`config.mk`:
```
export PLATFORM = sky130hd
export DESIGN_NAME = fir_coeff_ctrl
export DESIGN_NICKNAME = d
export VERILOG_FILES = /design/src/rtl/fir_coeff_ctrl.sv
export SDC_FILE = /design/constraint.sdc
export NUM_CORES = 1
export LEC_CHECK = 0
export CAP_MARGIN = 40
export CORE_ASPECT_RATIO = 1.1
export CORE_MARGIN = 5
export CORE_UTILIZATION = 51
export DETAILED_ROUTE_END_ITERATION = 16
export MAX_ROUTING_LAYER = met4
export PLACE_DENSITY = 0.85
export SYNTH_ARGS = -nofsm -noshare
export SYNTH_HDL_FRONTEND = slang
export SYNTH_SLANG_ARGS = --single-unit
```
`constraint.sdc`:
```
create_clock -name CLK -period 8.6 [get_ports CLK]
set_input_delay 2.58 -clock CLK [delete_from_list [all_inputs] [get_ports CLK]]
set_output_delay 2.58 -clock CLK [all_outputs]
set_load 0.03 [all_outputs]
```
`src/rtl/fir_coeff_ctrl.sv`:
```
// Coefficient controller for the 3-parallel unfolded FIR: double-buffered taps,
// swapped into the filter only once its pipeline has drained.
module fir_coeff_ctrl #(
  parameter int NB        = 14,
  parameter int NTAPS     = 9,
  parameter int DRAIN_CYC = 4
) (
  input  logic                CLK,
  input  logic                RST,
  input  logic                WE,
  input  logic [3:0]          WADDR,
  input  logic [NB-1:0]       WDATA,
  input  logic                COMMIT,
  input  logic                VIN_UP,
  output logic                VIN_FIR,
  input  logic                VOUT_FIR,
  output logic                STALL,
  output logic [NTAPS*NB-1:0] B_FLAT,
  output logic                BUSY,
  output logic                DONE,
  output logic                ERR
);

  localparam int            CW       = $clog2(DRAIN_CYC + 1);
  localparam logic [CW-1:0] CNT_LOAD = CW'(DRAIN_CYC);
  localparam logic [CW-1:0] CNT_ONE  = CW'(1);
  localparam logic [3:0]    NTAPS_A  = 4'(NTAPS);

  typedef enum logic [1:0] {
    RUN,
    DRAIN,
    SWAP
  } state_t;

  state_t        state;
  logic [CW-1:0] cnt;
  logic [NB-1:0] shadow [NTAPS];
  logic [NB-1:0] active [NTAPS];
  logic          done_q;
  logic          err_q;
  logic          addr_ok;

  assign addr_ok = (WADDR < NTAPS_A);

  always_ff @(posedge CLK) begin
    if (RST) begin
      state  <= RUN;
      cnt    <= '0;
      done_q <= 1'b0;
      err_q  <= 1'b0;
      // NOTE: both banks are deliberately cleared; a commit right after reset must load zeros.
      for (int k = 0; k < NTAPS; k++) begin
        shadow[k] <= '0;
        active[k] <= '0;
      end
    end else begin
      done_q <= (state == SWAP);
      err_q  <= WE && !addr_ok;

      if (WE && addr_ok) begin
        shadow[WADDR] <= WDATA;
      end

      case (state)
        RUN: begin
          if (COMMIT) begin
            state <= DRAIN;
            cnt   <= CNT_LOAD;
          end
        end
        DRAIN: begin
          // Any filter output restarts the quiet-cycle count.
          if (VOUT_FIR) begin
            cnt <= CNT_LOAD;
          end else if (cnt == CNT_ONE) begin
            state <= SWAP;
          end else begin
            cnt <= cnt - CNT_ONE;
          end
        end
        SWAP: begin
          // NOTE: non-blocking reads give the pre-edge shadow, so a write landing
          // in this same cycle is held back for the next commit.
          for (int k = 0; k < NTAPS; k++) begin
            active[k] <= shadow[k];
          end
          state <= RUN;
        end
        default: state <= RUN;
      endcase
    end
  end

  assign VIN_FIR = VIN_UP && (state == RUN);
  assign STALL   = (state != RUN);
  assign BUSY    = (state != RUN);
  assign DONE    = done_q;
  assign ERR     = err_q;

  for (genvar k = 0; k < NTAPS; k++) begin : g_bflat
    assign B_FLAT[k*NB +: NB] = active[k];
  end

endmodule

```
==> impl_metrics.py, run 1 <==
metrics = {
    "status": {
        "outcome": "complete, no violations",
    },
    "placed_design": {
        "hpwl_mm": 12.7,
        "port_buffers": 154,
        "dpl_cell_area_um2": 11600,
        "place_congestion": 0.786,
    },
    "yosys": {
        "synth_seq_area_share_pct": 78.9,
        "netlist-cell-type-count": 35,
        "yosys.area.top_type": "edfxtp_1",
        "synth_nets": 613,
        "syn_inst": 587,
        "synth_area_leaders": "edfxtp_1, and2_1, dfxtp_1, and2_2, clkbuf_1",
        "yosysWarnings": 0,
        "netlist_area_um2": 9770,
        "syn_avg_cell_area_um2": 16.6,
        "synth_top_area_share_pct": 77.5,
        "ys_ff_latch": 259,
    },
    "critical_path": {
        "cp_common_cell": "clkdlybuf4s50_1",
        "slowest_stage": "clkdlybuf4s50_1",
        "path_depth": 4,
        "setup.worst_path.start_class": "input pin",
        "crit_required_ns": 6.02,
        "cp.buffers_inverters": 3,
        "path_delay_family": "buffers and inverters",
        "endpoint_kind": "output pin",
        "worstPathArrival_ns": 3.83,
        "critical_path_class": "input pin to output pin",
        "cpPeakStageDelay_ns": 0.67,
        "r2r_slack_ns": 6.25,
        "r2r_end": "active[0][79]$_SDFFCE_PN0P_",
        "setup.worst_path.start": "VIN_UP",
        "reg2regPathDepth": 3,
        "worstReg2RegStart": "state[0]$_SDFFE_PP0P_",
        "critPathCapture": "VIN_FIR",
        "path_cells": "clkdlybuf4s50_1, inv_1, nor2_1, clkdlybuf4s50_1",
        "crit_fanout": 1,
    },
    "clock_tree": {
        "tritoncts.num_buffers": 24,
        "htree_levels": 1,
        "cts-resized-gates": 0,
        "cts_hold_buf": 0,
        "cts_root_buffer": "clkbuf_16",
        "cts_tree": "built",
        "post_cts_buffers": 0,
        "clk-insertion-delay-late_ns": 0.50,
        "clock-sinks": 259,
        "clock_path_buffers": 3,
        "clk_pin_slew_worst_paths_ns": 0.06,
    },
    "floorplan": {
        "start_util_pct": 51.5,
        "dieHeight_um": 155,
        "dieArea_um2": 22000,
        "fp.dieW_um": 142,
        "num_rows": 53,
        "core_area_um2": 19000,
        "io_pins": 155,
    },
    "sta": {
        "period_minus_slack_ns": 6.41,
        "fmax_mhz": 156,
        "finalHoldViolCount": 0,
        "period_share_pct": 74.5,
        "relSlewSlack_pct": 39.1,
        "finalMaxSlewViolations": 0,
        "clock_skew_ns": 0.0154,
        "finalSetupViolations": 0,
        "rsz0062_at_grt": "no",
        "tightest_slew_ns": 0.912,
        "final.setup.tns_ns": 0,
    },
    "grt": {
        "overflow": 0,
        "grt_pass1_wl_mm": 28.9,
        "grt_max_degree": 72,
        "groute.usage.overall_pct": 17.8,
        "antenna_found_initial": 0,
        "grt_pass1_vias": 5176,
    },
    "routing": {
        "wl_per_cell_um": 18.8,
        "drt-pass1-iter-count": 4,
        "via_count": 5021,
        "vias_per_cell": 4.95,
        "drt_wl_total_mm": 19.1,
        "drtAntennaViolNets": 0,
        "drt_iter0_drc": 357,
        "route.detailed.drc": 0,
    },
    "pwr": {
        "p_per_area_nw_per_um2": 214,
        "leakage_nw": 4.46,
        "vdd_drop_max_v": 0.000124,
    },
    "final_layout": {
        "areaGrowthSynthToFinish_pct": 26.5,
        "nFillCells": 1278,
        "nets": 777,
        "stdcell_area_um2": 12400,
        "drive_above_1_share_pct": 8.72,
        "diodes": 0,
    },
    "job": {
        "max_cap_viol_count": 0,
    },
    "hold_path": {
        "holdPathStages": 1,
        "hold_class": "flip-flop to flip-flop",
    },
}
## final cells by class
class	count	area, um^2	share of cell area, %
clock buffers	35	683	5.53
clock inverters	8	87.6	0.709
well taps	247	309	2.50
flip-flops and latches	259	7710	62.4
multi-input cells	300	1950	15.8
repair buffers	162	1600	12.9
inverters	4	15.0	0.122
## report_power, final
part	switching [mW]	leakage, nW	internal [mW]
Sequential	0.0168	2.56	1.44
Clock	0.418	0.379	0.609
Combinational	0.104	1.52	0.0551
Total	0.539	4.46	2.10
## layout by cell type, fill, tap and decap left out, types with 2 or more instances in the layout
cell / count
edfxtp_1: 252
nor2_1: 6
or2_2: 7
clkbuf_16: 25
buf_2: 2
and2_1: 241
clkinv_1: 2
bufinv_16: 2
clkbuf_1: 8
buf_4: 6
inv_1: 4
nand2b_1: 2
and2_2: 11
nand2_1: 2
ha_1: 2
clkinv_2: 4
dfxtp_1: 7
nand4bb_1: 2
clkdlybuf4s50_1: 154
nor3_1: 4
clkbuf_8: 2
o21ai_1: 3
## sequential cells by signal, indices dropped and copies added, names as in the netlist
signal / cells
active: 126
ERR: 1
cnt: 3
shadow: 126
state: 2
DONE: 1
## worst min path at each step
stage / slack, ns / to / start
2_1_floorplan: 0.46 / cnt[2]$_SDFFE_PP0P_ / cnt[2]$_SDFFE_PP0P_
3_3_place_gp: 0.48 / cnt[2]$_SDFFE_PP0P_ / cnt[2]$_SDFFE_PP0P_
3_5_place_dp: 0.50 / active[0][60]$_SDFFCE_PN0P_ / shadow[4][4]$_SDFFCE_PN0P_
4_1_cts: 0.52 / active[0][63]$_SDFFCE_PN0P_ / shadow[4][7]$_SDFFCE_PN0P_
5_1_grt: 0.53 / active[0][0]$_SDFFCE_PN0P_ / shadow[0][0]$_SDFFCE_PN0P_
6_report: 0.52 / active[0][63]$_SDFFCE_PN0P_ / shadow[4][7]$_SDFFCE_PN0P_
## cells by family after synthesis
kind of cell / after synthesis / synth area share [%]
adder cells (fa/ha/maj): 2 / 0.256
flip-flops: 259 / 78.9
AO/OA/AOI/OAI: 9 / 0.654
buffers and inverters: 28 / 1.22
AND/OR/NAND/NOR: 289 / 18.9
## synthesized netlist by cell type
cell       number
nor3b_1         1
nor3b_4         1
nand2b_1        2
a31oi_1         1
and4b_1         1
or4b_2          1
o21ba_2         1
inv_1           4
buf_4           1
a32o_1          1
or4b_4          1
and2_1        241
nor3_4          1
nor2_2          1
nand4bb_1       2
and3_1          1
nand2_1         3
nor3_1          4
and2_2         11
nor2b_1         1
clkbuf_2        2
nand4b_1        1
dfxtp_1         7
or2_2           7
buf_6           1
a211o_1         1
ha_1            2
nor2_1          6
nor4_1          1
o21ai_0         4
nor3_2          1
edfxtp_1      252
clkbuf_1       20
nand3b_1        1
a311oi_1        1
## routing by layer
metal	wire length, um	global-route usage (%)	vias up
li1	-	-	2388
met3	1750	3.97	33
met2	9910	30.9	210
met5	0	-	-
met4	465	5.12	0
met1	6980	20.9	2390
## metrics by stage
stage	setup slack [ns]	utilization [%]	power, mW	cells	hold WS [ns]
global route	2.14	65.1	2.72	1015	0.526
CTS	2.18	65.1	2.65	1015	0.517
global placement	2.17	60.9	1.64	967	0.477
floorplan	2.75	-	1.56	587	0.465
finish	2.19	65.1	2.64	1015	0.515
detailed placement	2.19	61.1	1.64	972	0.502
Note: power is estimated with default switching activity, not from simulation.
==> inputs of run 2 (changes only) <==
==> constraint.sdc (replaced) <==
create_clock -name CLK -period 6.33 [get_ports CLK]
set_input_delay 1.899 -clock CLK [delete_from_list [all_inputs] [get_ports CLK]]
set_output_delay 1.899 -clock CLK [all_outputs]
set_load 0.03 [all_outputs]
==> run 2 against run 1 <==
  * First-iteration DRC count shrank 0.84%
  * Critical path type unchanged
  * Flip-flop and latch count is the same
  * Via count is essentially flat
  * Clock power grew 26%
  * Sequential share of layout area grew 0.25 points
  * Register-to-register slack lost 1.9 ns
  * Power grew 32%
  * Non-clock buffer count grew 1
  * Setup slack lost 0.92 ns
  * Cell count shrank 0.30%
==> impl_metrics.py, run 2 (synthesis gave the netlist of run 1 again) <==
metrics = {
    "floorplan": {
        "fp.dieW_um": 142,
        "dieArea_um2": 22000,
        "dieHeight_um": 155,
        "start_util_pct": 51.5,
        "num_rows": 53,
        "core_area_um2": 19000,
        "io_pins": 155,
    },
    "hold_path": {
        "hold_class": "flip-flop to flip-flop",
    },
    "routing": {
        "drtAntennaViolNets": 0,
        "route.detailed.drc": 0,
        "wl_per_cell_um": 18.6,
        "via_count": 5023,
        "drt_iter0_drc": 354,
        "drt-pass1-iter-count": 4,
        "drt_wl_total_mm": 18.9,
        "vias_per_cell": 4.96,
    },
    "sta": {
        "rsz0062_at_grt": "no",
        "final.setup.tns_ns": 0,
        "finalHoldViolCount": 0,
        "period_share_pct": 79.9,
        "clock_skew_ns": 0.00826,
        "holdWs_ns": 0.518,
        "finalSetupViolations": 0,
        "finalMaxSlewViolations": 0,
        "tightest_slew_ns": 0.747,
        "fmax_mhz": 198,
        "relSlewSlack_pct": 50.0,
        "period_minus_slack_ns": 5.06,
    },
    "clock_tree": {
        "htree_levels": 1,
        "post_cts_buffers": 0,
        "clk_pin_slew_worst_paths_ns": 0.06,
        "cts_tree": "built",
        "clk-insertion-delay-late_ns": 0.49,
        "cts_root_buffer": "clkbuf_16",
        "cts-resized-gates": 0,
        "cts_hold_buf": 0,
        "clock-sinks": 259,
        "clock_path_buffers": 3,
        "tritoncts.num_buffers": 23,
    },
    "critical_path": {
        "cp_common_cell": "clkdlybuf4s50_1",
        "cpPeakStageDelay_ns": 0.68,
        "slowest_stage": "clkdlybuf4s50_1",
        "cp.buffers_inverters": 3,
        "worstPathArrival_ns": 3.16,
        "path_cells": "clkdlybuf4s50_1, inv_1, nor2_1, clkdlybuf4s50_1",
        "crit_required_ns": 4.43,
        "critical_path_class": "input pin to output pin",
        "crit_fanout": 1,
        "endpoint_kind": "output pin",
        "path_delay_family": "buffers and inverters",
        "setup.worst_path.start_class": "input pin",
    },
    "final_layout": {
        "largestRegisters": "active x126, shadow x126, cnt x3",
        "areaGrowthSynthToFinish_pct": 26.0,
        "drive_above_1_share_pct": 8.76,
        "layout_commonest_cell": "edfxtp_1",
        "diodes": 0,
        "nets": 777,
        "final_cell_mix": "edfxtp_1, and2_1, clkdlybuf4s50_1",
        "stdcell_area_um2": 12300,
    },
    "grt": {
        "overflow": 0,
        "groute.usage.overall_pct": 17.6,
        "grt_max_degree": 71,
        "antenna_found_initial": 0,
        "grt_pass1_wl_mm": 28.9,
        "grt_pass1_vias": 5164,
    },
    "placed_design": {
        "hpwl_mm": 12.3,
        "dpl_cell_area_um2": 11600,
        "port_buffers": 154,
        "place_congestion": 0.791,
    },
    "status": {
        "outcome": "complete, no violations",
    },
    "job": {
        "max_cap_viol_count": 0,
    },
    "pwr": {
        "leakage_nw": 4.44,
        "p_per_area_nw_per_um2": 284,
        "vdd_drop_max_v": 0.000163,
    },
}
-- run 2: cell types whose count changed in the layout (fill, tap and decap cells not counted), sizes merged --
cell      previous run  this run
clkbuf              35        27
clkinv               6         9
buf                  8         9
clkinvlp             0         1
-- run 2: per-stage QoR --
step / power (mW) / worst slack, ns / std cells / util, %
after global placement: 2.22 / 1.27 / 969 / 61.0
after global routing: 3.60 / 1.18 / 1012 / 64.9
after floorplan: 2.12 / 1.16 / 587 / -
after CTS: 3.52 / 1.25 / 1012 / 64.9
final: 3.50 / 1.27 / 1012 / 64.9
after detailed placement: 2.23 / 1.27 / 973 / 61.2
-- run 2: final cells by class --
type,instances,area (um^2)
flip-flops and latches,259,7710
fillers,1302,6660
multi-input cells,300,1950
repair buffers,163,1620
clock buffers,27,591
well taps,247,309
clock inverters,12,109
inverters,4,15.0
-- run 2: metal layers --
| metal | part of all wire (%) | wire, um | vias to the layer above | track usage (%) |
|---|---|---|---|---|
| met5 | 0 | 0 | - | - |
| met1 | 40 | 7580 | 2407 | 22.3 |
| met3 | 6.8 | 1280 | 40 | 2.67 |
| met4 | 3.5 | 658 | 0 | 5.99 |
| met2 | 50 | 9340 | 192 | 29.3 |
| li1 | - | - | 2384 | - |
-- run 2: path summary, 6_finish.rpt --
check | slack [ns] | to | from | cells past startpoint
setup / recovery | 1.27 | VIN_FIR | VIN_UP | 4
hold / removal | 0.52 | active[0][52]$_SDFFCE_PN0P_ | shadow[3][10]$_SDFFCE_PN0P_ | 1
setup reg to reg | 4.35 | active[0][7]$_SDFFCE_PN0P_ | state[0]$_SDFFE_PP0P_ | 3
hold reg to reg | 0.52 | active[0][52]$_SDFFCE_PN0P_ | shadow[3][10]$_SDFFCE_PN0P_ | 1
-- run 2: report_power, final --
group | switching [mW] | leakage (nW) | internal (mW)
combinational | 0.142 | 1.53 | 0.0758
clock | 0.556 | 0.345 | 0.745
sequential | 0.0225 | 2.56 | 1.95
total | 0.721 | 4.44 | 2.78
